**src/rtl/uart_arb_pkg.sv**
```systemverilog
// Shared constants and types for the UART transmit arbiter and its round-robin picker.
package uart_arb_pkg;

  localparam int unsigned GRANT_W            = 3;
  localparam int unsigned BYTE_W             = 8;
  localparam int unsigned TIMEOUT_CYCLES_DEF = 255;

  typedef enum logic [1:0] {
    ST_IDLE   = 2'd0,
    ST_WAIT   = 2'd1,
    ST_STROBE = 2'd2,
    ST_SETTLE = 2'd3
  } arb_state_e;

  typedef struct packed {
    logic              last;
    logic [BYTE_W-1:0] data;
  } tx_byte_t;

endpackage

```
**src/rtl/uart_rr_picker.sv**
```systemverilog
// Combinational round-robin picker: first set request after last_grant, wrapping modulo NUM_REQ.
module uart_rr_picker
  import uart_arb_pkg::*;
#(
  parameter int unsigned NUM_REQ = 4
) (
  input  logic [NUM_REQ-1:0] req,
  input  logic [GRANT_W-1:0] last_grant,
  output logic               found_c,
  output logic [GRANT_W-1:0] idx_c
);

  always_comb begin
    found_c = 1'b0;
    idx_c   = '0;
    for (int unsigned off = 1; off <= NUM_REQ; off++) begin
      for (int unsigned i = 0; i < NUM_REQ; i++) begin
        if (!found_c && req[i] && (i == (32'(last_grant) + off) % NUM_REQ)) begin
          found_c = 1'b1;
          idx_c   = GRANT_W'(i);
        end
      end
    end
  end

endmodule

```
**src/rtl/uart_tx_arbiter.sv**
```systemverilog
// Shares one CoreUART transmitter among NUM_REQ packet requesters with round-robin grants.
// Optional mid-packet idle timeout is enabled by defining UART_ARB_TIMEOUT_EN.
module uart_tx_arbiter
  import uart_arb_pkg::*;
#(
  parameter int unsigned NUM_REQ        = 4,
  parameter int unsigned SETTLE_CYCLES  = 2,
  parameter int unsigned TIMEOUT_CYCLES = TIMEOUT_CYCLES_DEF
) (
  input  logic                      CLK,
  input  logic                      RESET_N,
  input  logic [NUM_REQ-1:0]        req_valid,
  input  logic [BYTE_W*NUM_REQ-1:0] req_data,
  input  logic [NUM_REQ-1:0]        req_last,
  output logic [NUM_REQ-1:0]        req_ready,
  input  logic                      TXRDY,
  output logic                      CSN,
  output logic                      WEN,
  output logic [BYTE_W-1:0]         DATA_IN,
  output logic [GRANT_W-1:0]        grant_id,
  output logic                      busy,
  output logic                      timeout_abort
);

  localparam int unsigned CNT_W = (SETTLE_CYCLES > 1) ? $clog2(SETTLE_CYCLES) : 1;

  arb_state_e         state_q, state_d;
  logic [GRANT_W-1:0] grant_q, grant_d;
  logic [GRANT_W-1:0] last_grant_q, last_grant_d;
  tx_byte_t           byte_q, byte_d;
  logic               strobe_n_q, strobe_n_d;
  logic               busy_q, busy_d;
  logic [CNT_W-1:0]   cnt_q, cnt_d;

  logic               pick_found_c;
  logic [GRANT_W-1:0] pick_idx_c;
  logic               sel_valid_c;
  tx_byte_t           sel_byte_c;
  logic               accept_c;

`ifdef UART_ARB_TIMEOUT_EN
  localparam int unsigned TO_W = $clog2(TIMEOUT_CYCLES + 1);

  logic [TO_W-1:0] to_cnt_q, to_cnt_d;
  logic            started_q, started_d;
  logic            abort_q, abort_d;
`endif

  uart_rr_picker #(
    .NUM_REQ (NUM_REQ)
  ) u_picker (
    .req        (req_valid),
    .last_grant (last_grant_q),
    .found_c    (pick_found_c),
    .idx_c      (pick_idx_c)
  );

  // Route the granted requester's handshake and byte.
  always_comb begin
    sel_valid_c = 1'b0;
    sel_byte_c  = '0;
    for (int unsigned i = 0; i < NUM_REQ; i++) begin
      if (grant_q == GRANT_W'(i)) begin
        sel_valid_c     = req_valid[i];
        sel_byte_c.last = req_last[i];
        sel_byte_c.data = req_data[BYTE_W*i +: BYTE_W];
      end
    end
  end

  assign accept_c = (state_q == ST_WAIT) && sel_valid_c && TXRDY;

  always_comb begin
    req_ready = '0;
    for (int unsigned i = 0; i < NUM_REQ; i++) begin
      if (grant_q == GRANT_W'(i)) req_ready[i] = accept_c;
    end
  end

  always_comb begin
    state_d      = state_q;
    grant_d      = grant_q;
    last_grant_d = last_grant_q;
    byte_d       = byte_q;
    strobe_n_d   = 1'b1;
    busy_d       = busy_q;
    cnt_d        = cnt_q;
`ifdef UART_ARB_TIMEOUT_EN
    to_cnt_d     = to_cnt_q;
    started_d    = started_q;
    abort_d      = 1'b0;
`endif
    case (state_q)
      ST_IDLE: begin
`ifdef UART_ARB_TIMEOUT_EN
        to_cnt_d  = '0;
        started_d = 1'b0;
`endif
        if (pick_found_c) begin
          grant_d = pick_idx_c;
          busy_d  = 1'b1;
          state_d = ST_WAIT;
        end
      end
      ST_WAIT: begin
        // Strobe is registered so CSN/WEN go low exactly while in STROBE.
        if (accept_c) begin
          byte_d     = sel_byte_c;
          strobe_n_d = 1'b0;
          state_d    = ST_STROBE;
`ifdef UART_ARB_TIMEOUT_EN
          started_d  = 1'b1;
          to_cnt_d   = '0;
`endif
        end
`ifdef UART_ARB_TIMEOUT_EN
        else if (started_q && !sel_valid_c) begin
          if (to_cnt_q == TO_W'(TIMEOUT_CYCLES - 1)) begin
            abort_d      = 1'b1;
            last_grant_d = grant_q;
            busy_d       = 1'b0;
            state_d      = ST_IDLE;
          end else begin
            to_cnt_d = to_cnt_q + TO_W'(1);
          end
        end
`endif
      end
      ST_STROBE: begin
        cnt_d   = '0;
        state_d = ST_SETTLE;
      end
      ST_SETTLE: begin
        if (cnt_q == CNT_W'(SETTLE_CYCLES - 1)) begin
          if (byte_q.last) begin
            last_grant_d = grant_q;
            busy_d       = 1'b0;
            state_d      = ST_IDLE;
          end else begin
            state_d = ST_WAIT;
          end
        end else begin
          cnt_d = cnt_q + CNT_W'(1);
        end
      end
      default: state_d = ST_IDLE;
    endcase
  end

  always_ff @(posedge CLK or negedge RESET_N) begin
    if (!RESET_N) begin
      state_q      <= ST_IDLE;
      grant_q      <= '0;
      last_grant_q <= GRANT_W'(NUM_REQ - 1);
      byte_q       <= '0;
      strobe_n_q   <= 1'b1;
      busy_q       <= 1'b0;
      cnt_q        <= '0;
`ifdef UART_ARB_TIMEOUT_EN
      to_cnt_q     <= '0;
      started_q    <= 1'b0;
      abort_q      <= 1'b0;
`endif
    end else begin
      state_q      <= state_d;
      grant_q      <= grant_d;
      last_grant_q <= last_grant_d;
      byte_q       <= byte_d;
      strobe_n_q   <= strobe_n_d;
      busy_q       <= busy_d;
      cnt_q        <= cnt_d;
`ifdef UART_ARB_TIMEOUT_EN
      to_cnt_q     <= to_cnt_d;
      started_q    <= started_d;
      abort_q      <= abort_d;
`endif
    end
  end

  assign CSN      = strobe_n_q;
  assign WEN      = strobe_n_q;
  assign DATA_IN  = byte_q.data;
  assign grant_id = grant_q;
  assign busy     = busy_q;

`ifdef UART_ARB_TIMEOUT_EN
  assign timeout_abort = abort_q;
`else
  assign timeout_abort = 1'b0;
`endif

endmodule

```
**config.mk**
```make
export PLATFORM = sky130hd
export DESIGN_NAME = uart_tx_arbiter
export DESIGN_NICKNAME = d
export VERILOG_FILES = /design/src/rtl/uart_arb_pkg.sv /design/src/rtl/uart_rr_picker.sv /design/src/rtl/uart_tx_arbiter.sv
export SDC_FILE = /design/constraint.sdc
export NUM_CORES = 1
export LEC_CHECK = 0
export CAP_MARGIN = 20
export CORE_UTILIZATION = 40
export CTS_BUF_LIST = sky130_fd_sc_hd__clkbuf_16
export DETAILED_ROUTE_END_ITERATION = 7
export PLACE_DENSITY_LB_ADDON = 0.1
export SLEW_MARGIN = 20
export SYNTH_ARGS = -nofsm -noshare
export SYNTH_HDL_FRONTEND = slang
export SYNTH_SLANG_ARGS = --single-unit
```
**constraint.sdc**
```tcl
create_clock -name CLK -period 2.03 [get_ports CLK]
set_input_delay 0.203 -clock CLK [delete_from_list [all_inputs] [get_ports CLK]]
set_output_delay 0.203 -clock CLK [all_outputs]
set_load 0.02 [all_outputs]
```
-- After elaboration in Yosys (flattened, before gate mapping)
Cells that the tools add are included.
- bits in registers: 18
- input bits: 43
- output and inout bits: 19
- logic and storage cells: 152
- add/subtract/negate cells: 5
- equality and inequality tests: 22
- multiplexer cells: 56
- reduce and logical (&&, ||, !) cells: 61
- operators by type and width (cell ; count):
    zero test 32 bit ; 4
    two-way mux 9 bit ; 4
    two-way mux 2 bit ; 17
    logical AND 1 bit ; 33
    two-way mux 1 bit ; 32
    equality test 2 bit (first input constant) ; 8
    zero test 1 bit ; 15
    equality test 1 x 2 -> 1 bit (first input constant) ; 4
    equality test 2 bit (second input constant) ; 4
    inequality test 2 bit (second input constant) ; 4
    case mux 2 bit (4 select lines) ; 1
    AND reduction 3 bit ; 2
    adder 2 x 1 -> 2 bit (second input constant) ; 2
    adder 2 bit (second input constant) ; 2
    equality test 2 x 1 -> 1 bit (second input constant) ; 2
    case mux 1 bit (2 select lines) ; 2
    AND reduction 2 bit ; 2
    AND reduction 4 bit ; 1
    nonzero test 2 bit ; 2
    zero test 3 bit ; 1
    zero test 2 bit ; 1
    adder 1 bit (second input constant) ; 1

-- Longest topological paths before layout
Gate-level depths: netlist (run 1).
- depth after elaboration: 66
- gate-level depth with buffers: 7
- depth with buffers taken out: 6

-- Modules after synthesis
Synthesis (run 1) repeated with hierarchy kept, for this count alone.
- cell total of the unflattened synthesis: 121
- area total of the unflattened synthesis: 1440.1 um^2
- modules (own cells, without submodules) (module ; instances ; cells an instance ; area each (um^2) ; sequential area each (um^2)):
    uart_tx_arbiter ; 1 ; 105 ; 1350.0 ; 504.2
    uart_rr_picker ; 1 ; 16 ; 90.1 ; 0.0

-- Worst setup path before layout (run 1)
OpenSTA, ideal clock, no wires.
- path type: register -> output
- start: register grant_q[1], in the netlist grant_id[1]
- end: output port req_ready[2]
- arrival: 1.751 ns
- required time: 1.827 ns
- setup slack: 0.076 ns
- stages on the path, launching flop included: 4
- path buffers: 2
- cell sequence: dfrtp_1 > clkbuf_1 > buf_2 > nor4b_1
- longest elaborated chain between the ends: 8
- elaborated cells between the ends (all ways): 11
- those cells by class: eq/ne (3); mux (5); reduce/logical (3)
- ends and longest elaborated chain (what ; RTL line ; RTL):
    from (decl) ; uart_tx_arbiter.sv:28 ; logic [GRANT_W-1:0] grant_q, grant_d;
    from (signal assigned) ; uart_tx_arbiter.sv:166 ; grant_q <= grant_d;
    zero test 3 bit ; uart_tx_arbiter.sv:63 ; if (grant_q == GRANT_W'(i)) begin
    two-way mux 1 bit (4 in a row) ; uart_tx_arbiter.sv:63 ;
    logical AND 1 bit (2 in a row) ; uart_tx_arbiter.sv:71 ; assign accept_c = (state_q == ST_WAIT) && sel_valid_c && TXRDY;
    two-way mux 1 bit * ; uart_tx_arbiter.sv:76 ; if (grant_q == GRANT_W'(i)) req_ready[i] = accept_c;
    to (decl) ; uart_tx_arbiter.sv:15 ; output logic [NUM_REQ-1:0] req_ready,
Mark *: on every way between the ends. The rest lies on a longest branch, timed or not.

-- Worst setup path in the final report (run 1)
- start: register state_q[1]
- end: output port req_ready[2]
- longest elaborated chain between the ends: 4
- ends and longest elaborated chain (what ; RTL line ; RTL):
    from (decl) ; uart_tx_arbiter.sv:27 ; arb_state_e state_q, state_d;
    from (signal assigned) ; uart_tx_arbiter.sv:165 ; state_q <= state_d;
    equality test 2 x 1 -> 1 bit ; uart_tx_arbiter.sv:71 ;
    logical AND 1 bit (2 in a row) ; uart_tx_arbiter.sv:71 ;
    two-way mux 1 bit ; uart_tx_arbiter.sv:76 ;
Every way passes these cells.

==> results of run 1 <==
==> layout make-up <==
cell class	instances	area [sq um]	area share [%]
repair buffers	73	694	34.8
multi-input cells	70	688	34.5
flip-flops and latches	18	454	22.8
clock buffers	3	75.1	3.77
well taps	44	55.1	2.76
inverters	6	22.5	1.13
clock inverters	1	3.75	0.188
==> per-layer routing <==
metal  vias to the layer above  global-route usage [%]  routed length, microns
met5                         -                       0                       0
met4                         0                    6.12                      31
met3                         4                    3.30                     199
met2                        48                    32.8                    1400
met1                       513                    21.8                    1220
li1                        514                       -                       -
==> power by group through the flow <==
stage               Combinational (W)  Sequential (W)  Clock [W]
floorplan                     0.00107        0.000714          0
CTS                           0.00153        0.000703   0.000404
detailed placement            0.00153        0.000708          0
global placement              0.00151        0.000696          0
finish                        0.00151        0.000703   0.000398
global route                  0.00164        0.000734   0.000416
==> critical path: stages (launching register included) <==
cell and delay (ns):
dfrtp_1 0.38, inv_1 0.09, ha_1 0.18, nand2_1 0.08, buf_4 0.14, nor4b_1 0.27
clkdlybuf4s15_1 0.35
==> logic make-up (layout without fill, tap and decap cells) <==
group | count (synthesis) | count (layout) | share of synthesized area [%]
adders and majority gates | 4 | 4 | 3.92
buffers and inverters | 22 | 83 | 10.8
AOI/OAI and AO/OA | 17 | 17 | 9.12
muxes | 26 | 26 | 31.6
other | 1 | 2 | 0.294
and+or+nand+nor | 21 | 21 | 8.73
DFF | 18 | 18 | 35.6
==> how the worst max path moves through the flow <==
stage / start / slack [ns] / cells past startpoint / endpoint
final: state_q[1] / 0.1 / 6 / req_ready[2]
after detailed placement: req_valid[3] / -0.07 / 5 / req_ready[2]
after global routing: state_q[1] / 0.007 / 6 / req_ready[2]
after global placement: req_valid[3] / -0.05 / 6 / req_ready[1]
after CTS: state_q[1] / 0.07 / 6 / req_ready[2]
after floorplan: grant_id[1] / 0.08 / 3 / req_ready[2]
==> sequential cells by signal, indices dropped and copies added (netlist names) <==
signal        count
last_grant_q      2
state_q           2
DATA_IN           8
grant_id          2
CSN               1
busy              1
byte_q            1
cnt_q             1
==> cells in the final DEF, fill, tap and decap left out, drive strengths merged, types with 2 or more instances in the layout <==
master         count
nand2b             2
dfrtp             15
nand3              2
clkdlybuf4s15      3
clkbuf             3
nor4b              2
mux4               9
dfstp              3
mux2i              2
a21oi              7
conb               2
mux2              15
buf               14
nand2              5
nor2               5
inv                6
ha                 4
clkdlybuf4s50     55
==> per-stage QoR <==
| step | utilization (%) | total power [W] |
|---|---|---|
| after CTS | 65.7 | 0.00264 |
| after global placement | 63.3 | 0.00220 |
| after detailed placement | 63.3 | 0.00224 |
| after floorplan | - | 0.00178 |
| after global routing | 65.8 | 0.00279 |
| final | 65.8 | 0.00261 |
==> what timing repair did <==
| action | CTS | global route |
|---|---|---|
| hold buffers | 0 | 0 |
| pin swaps | 0 | 0 |
| setup endpoints to repair | 4 | 3 |
| buffers inserted | 0 | 0 |
| resized for setup | 4 | 3 |
| hold endpoints to repair | 0 | 0 |
==> results.md, run 1 <==
* Status: finished, final reports clean
* Setup CP Type: flip-flop to primary output
* Clk slew on worst S/H paths at 0.06 ns
* Sum Neg Setup Slack at 0 ns
* Clk buf depth at 2
* Final worst slack at roughly 0.099 ns
* Layout area overhead at 56.2%
* Dpl hpwl at 2.30 mm
* Worst VDD drop at about 730 uV
* Reg2reg setup slack at 0.31 ns
* Synth top area share at 29.4%
* DRT Wirelength at 2.85 mm
* WHS at 0.295 ns
* Worst clock skew at about 0.0025 ns
* NetSw at around 0.0009 W
* Fin. Hold Viols at 0
* Filler cell count in the final layout at roughly 250
* Pwr/cell area at between 1000 and 1500 nW/um^2
* CP Capture Type: primary output
* Cell with the most instances after synthesis: dfrtp_1
* HP Class: input pin to asynchronous set/reset pin
* CTS tree: done
* Synth Register Bits at 18
* Htree depth at 1
* Final Slew Violations at 0
* Antenna Cells at 0
* Placed instance area at between 1500 and 2000 sq um
* RSZ-0062 raised after global routing: no
* Max-cap viol count at 0
* DR vias/cell at 5.02
* Port Buffer Count at between 50 and 60
* Synth Cell Area at ~1300 sq um
* Nets at around 220
* Most common flop cell mapped by yosys: dfrtp_1
* Fin area at between 1500 and 2000 sq um
* Netlist cell types at 35
* Initial DRT Pass Iterations at 4
* Synth cell count leaders: dfrtp_1, buf_4, mux2_2, mux4_2, a21oi_1
* Period utilization at a little over nine tenths
* Register area share after synthesis at about 36%
* Arr. time, crit path at 1.73 ns
* Post-Synthesis Cells at about 110
* Clock Latency Late Sink at 0.25 ns
* Starting density of the core at 42.1%
* Async set-reset flop share out of synthesis at 100%
* Synth Warn # at 0
* Routability cong. at just over 0.8
* Vias in the first global route at roughly 1.1k
* DR DRC count at 0
* Clk root buf: clkbuf_16
* First-pass GRT wire length at about 4.8 mm
* Total gr overflow at 0
* Die width at approximately 60 microns
* Net Sw Frac at between 30% and 40%
* Min Tclk post-route at a little under 2 ns
* Lkg Pwr at roughly 0.84 nW
* Via count of the routed design at approximately 1.1k
* Layout Cells excl Fill at between 200 and 250
* Overall routing resource usage at about 18%
* Synth area leader: dfrtp_1
* Worst EP required at approximately 1.8 ns
* Die Ht at slightly below 60 microns
* Largest net degree at the start of global routing at 19
* # rows at 20
* Initial antenna violation count at 0
* DIE AREA at around 3400 sq um
* FF-to-FF Start: grant_id[0]
* Clock Power Share at between 10% and 20%
* Share of layout cells above drive strength 1 at around 26%
* Final setup violation count at 0
* Number of flops mapped to enable cells by yosys at 0
* Synth Area per Inst at 11.7 sq um
* 1st-iter DRT viols at 24
* Mean routed wirelength per cell at approximately 13 microns
* R2R Path End: state_q[1]
* Startpoint Class: flip-flop
* Num CTS Buffers at 3
* Max Fclk at slightly above 500 MHz
* Synth top area cells: dfrtp_1, mux4_2, mux2_2
* Pre-CTS WS at -0.0737 ns
* Placed Cells at 211
* Post-DRT Antenna Nets at 0
* Logic gate share of total power at between 50 and 60%
* Worst Path Max Fanout at 3
* Worst-case reg-to-reg path depth at 5
* CTS sink cnt at 18
* I/O pin count at slightly above 60
* Internal at approximately 0.0017 W
* Sequential fraction of design power at between 20% and 30%
* Core area at 3030 sq um
No activity file was read; power rests on OpenSTA's default activity.
==> inputs of run 2 (changes only) <==
--- a/config.mk
+++ b/config.mk
@@ -10,7 +10,7 @@
 export CTS_BUF_LIST = sky130_fd_sc_hd__clkbuf_16
 export DETAILED_ROUTE_END_ITERATION = 7
 export PLACE_DENSITY_LB_ADDON = 0.1
-export SLEW_MARGIN = 20
+export SLEW_MARGIN = 5
 export SYNTH_ARGS = -nofsm -noshare
 export SYNTH_HDL_FRONTEND = slang
 export SYNTH_SLANG_ARGS = --single-unit
==> results of run 2 <==
The final DEF is identical to that of run 1; final timing and power are the same.
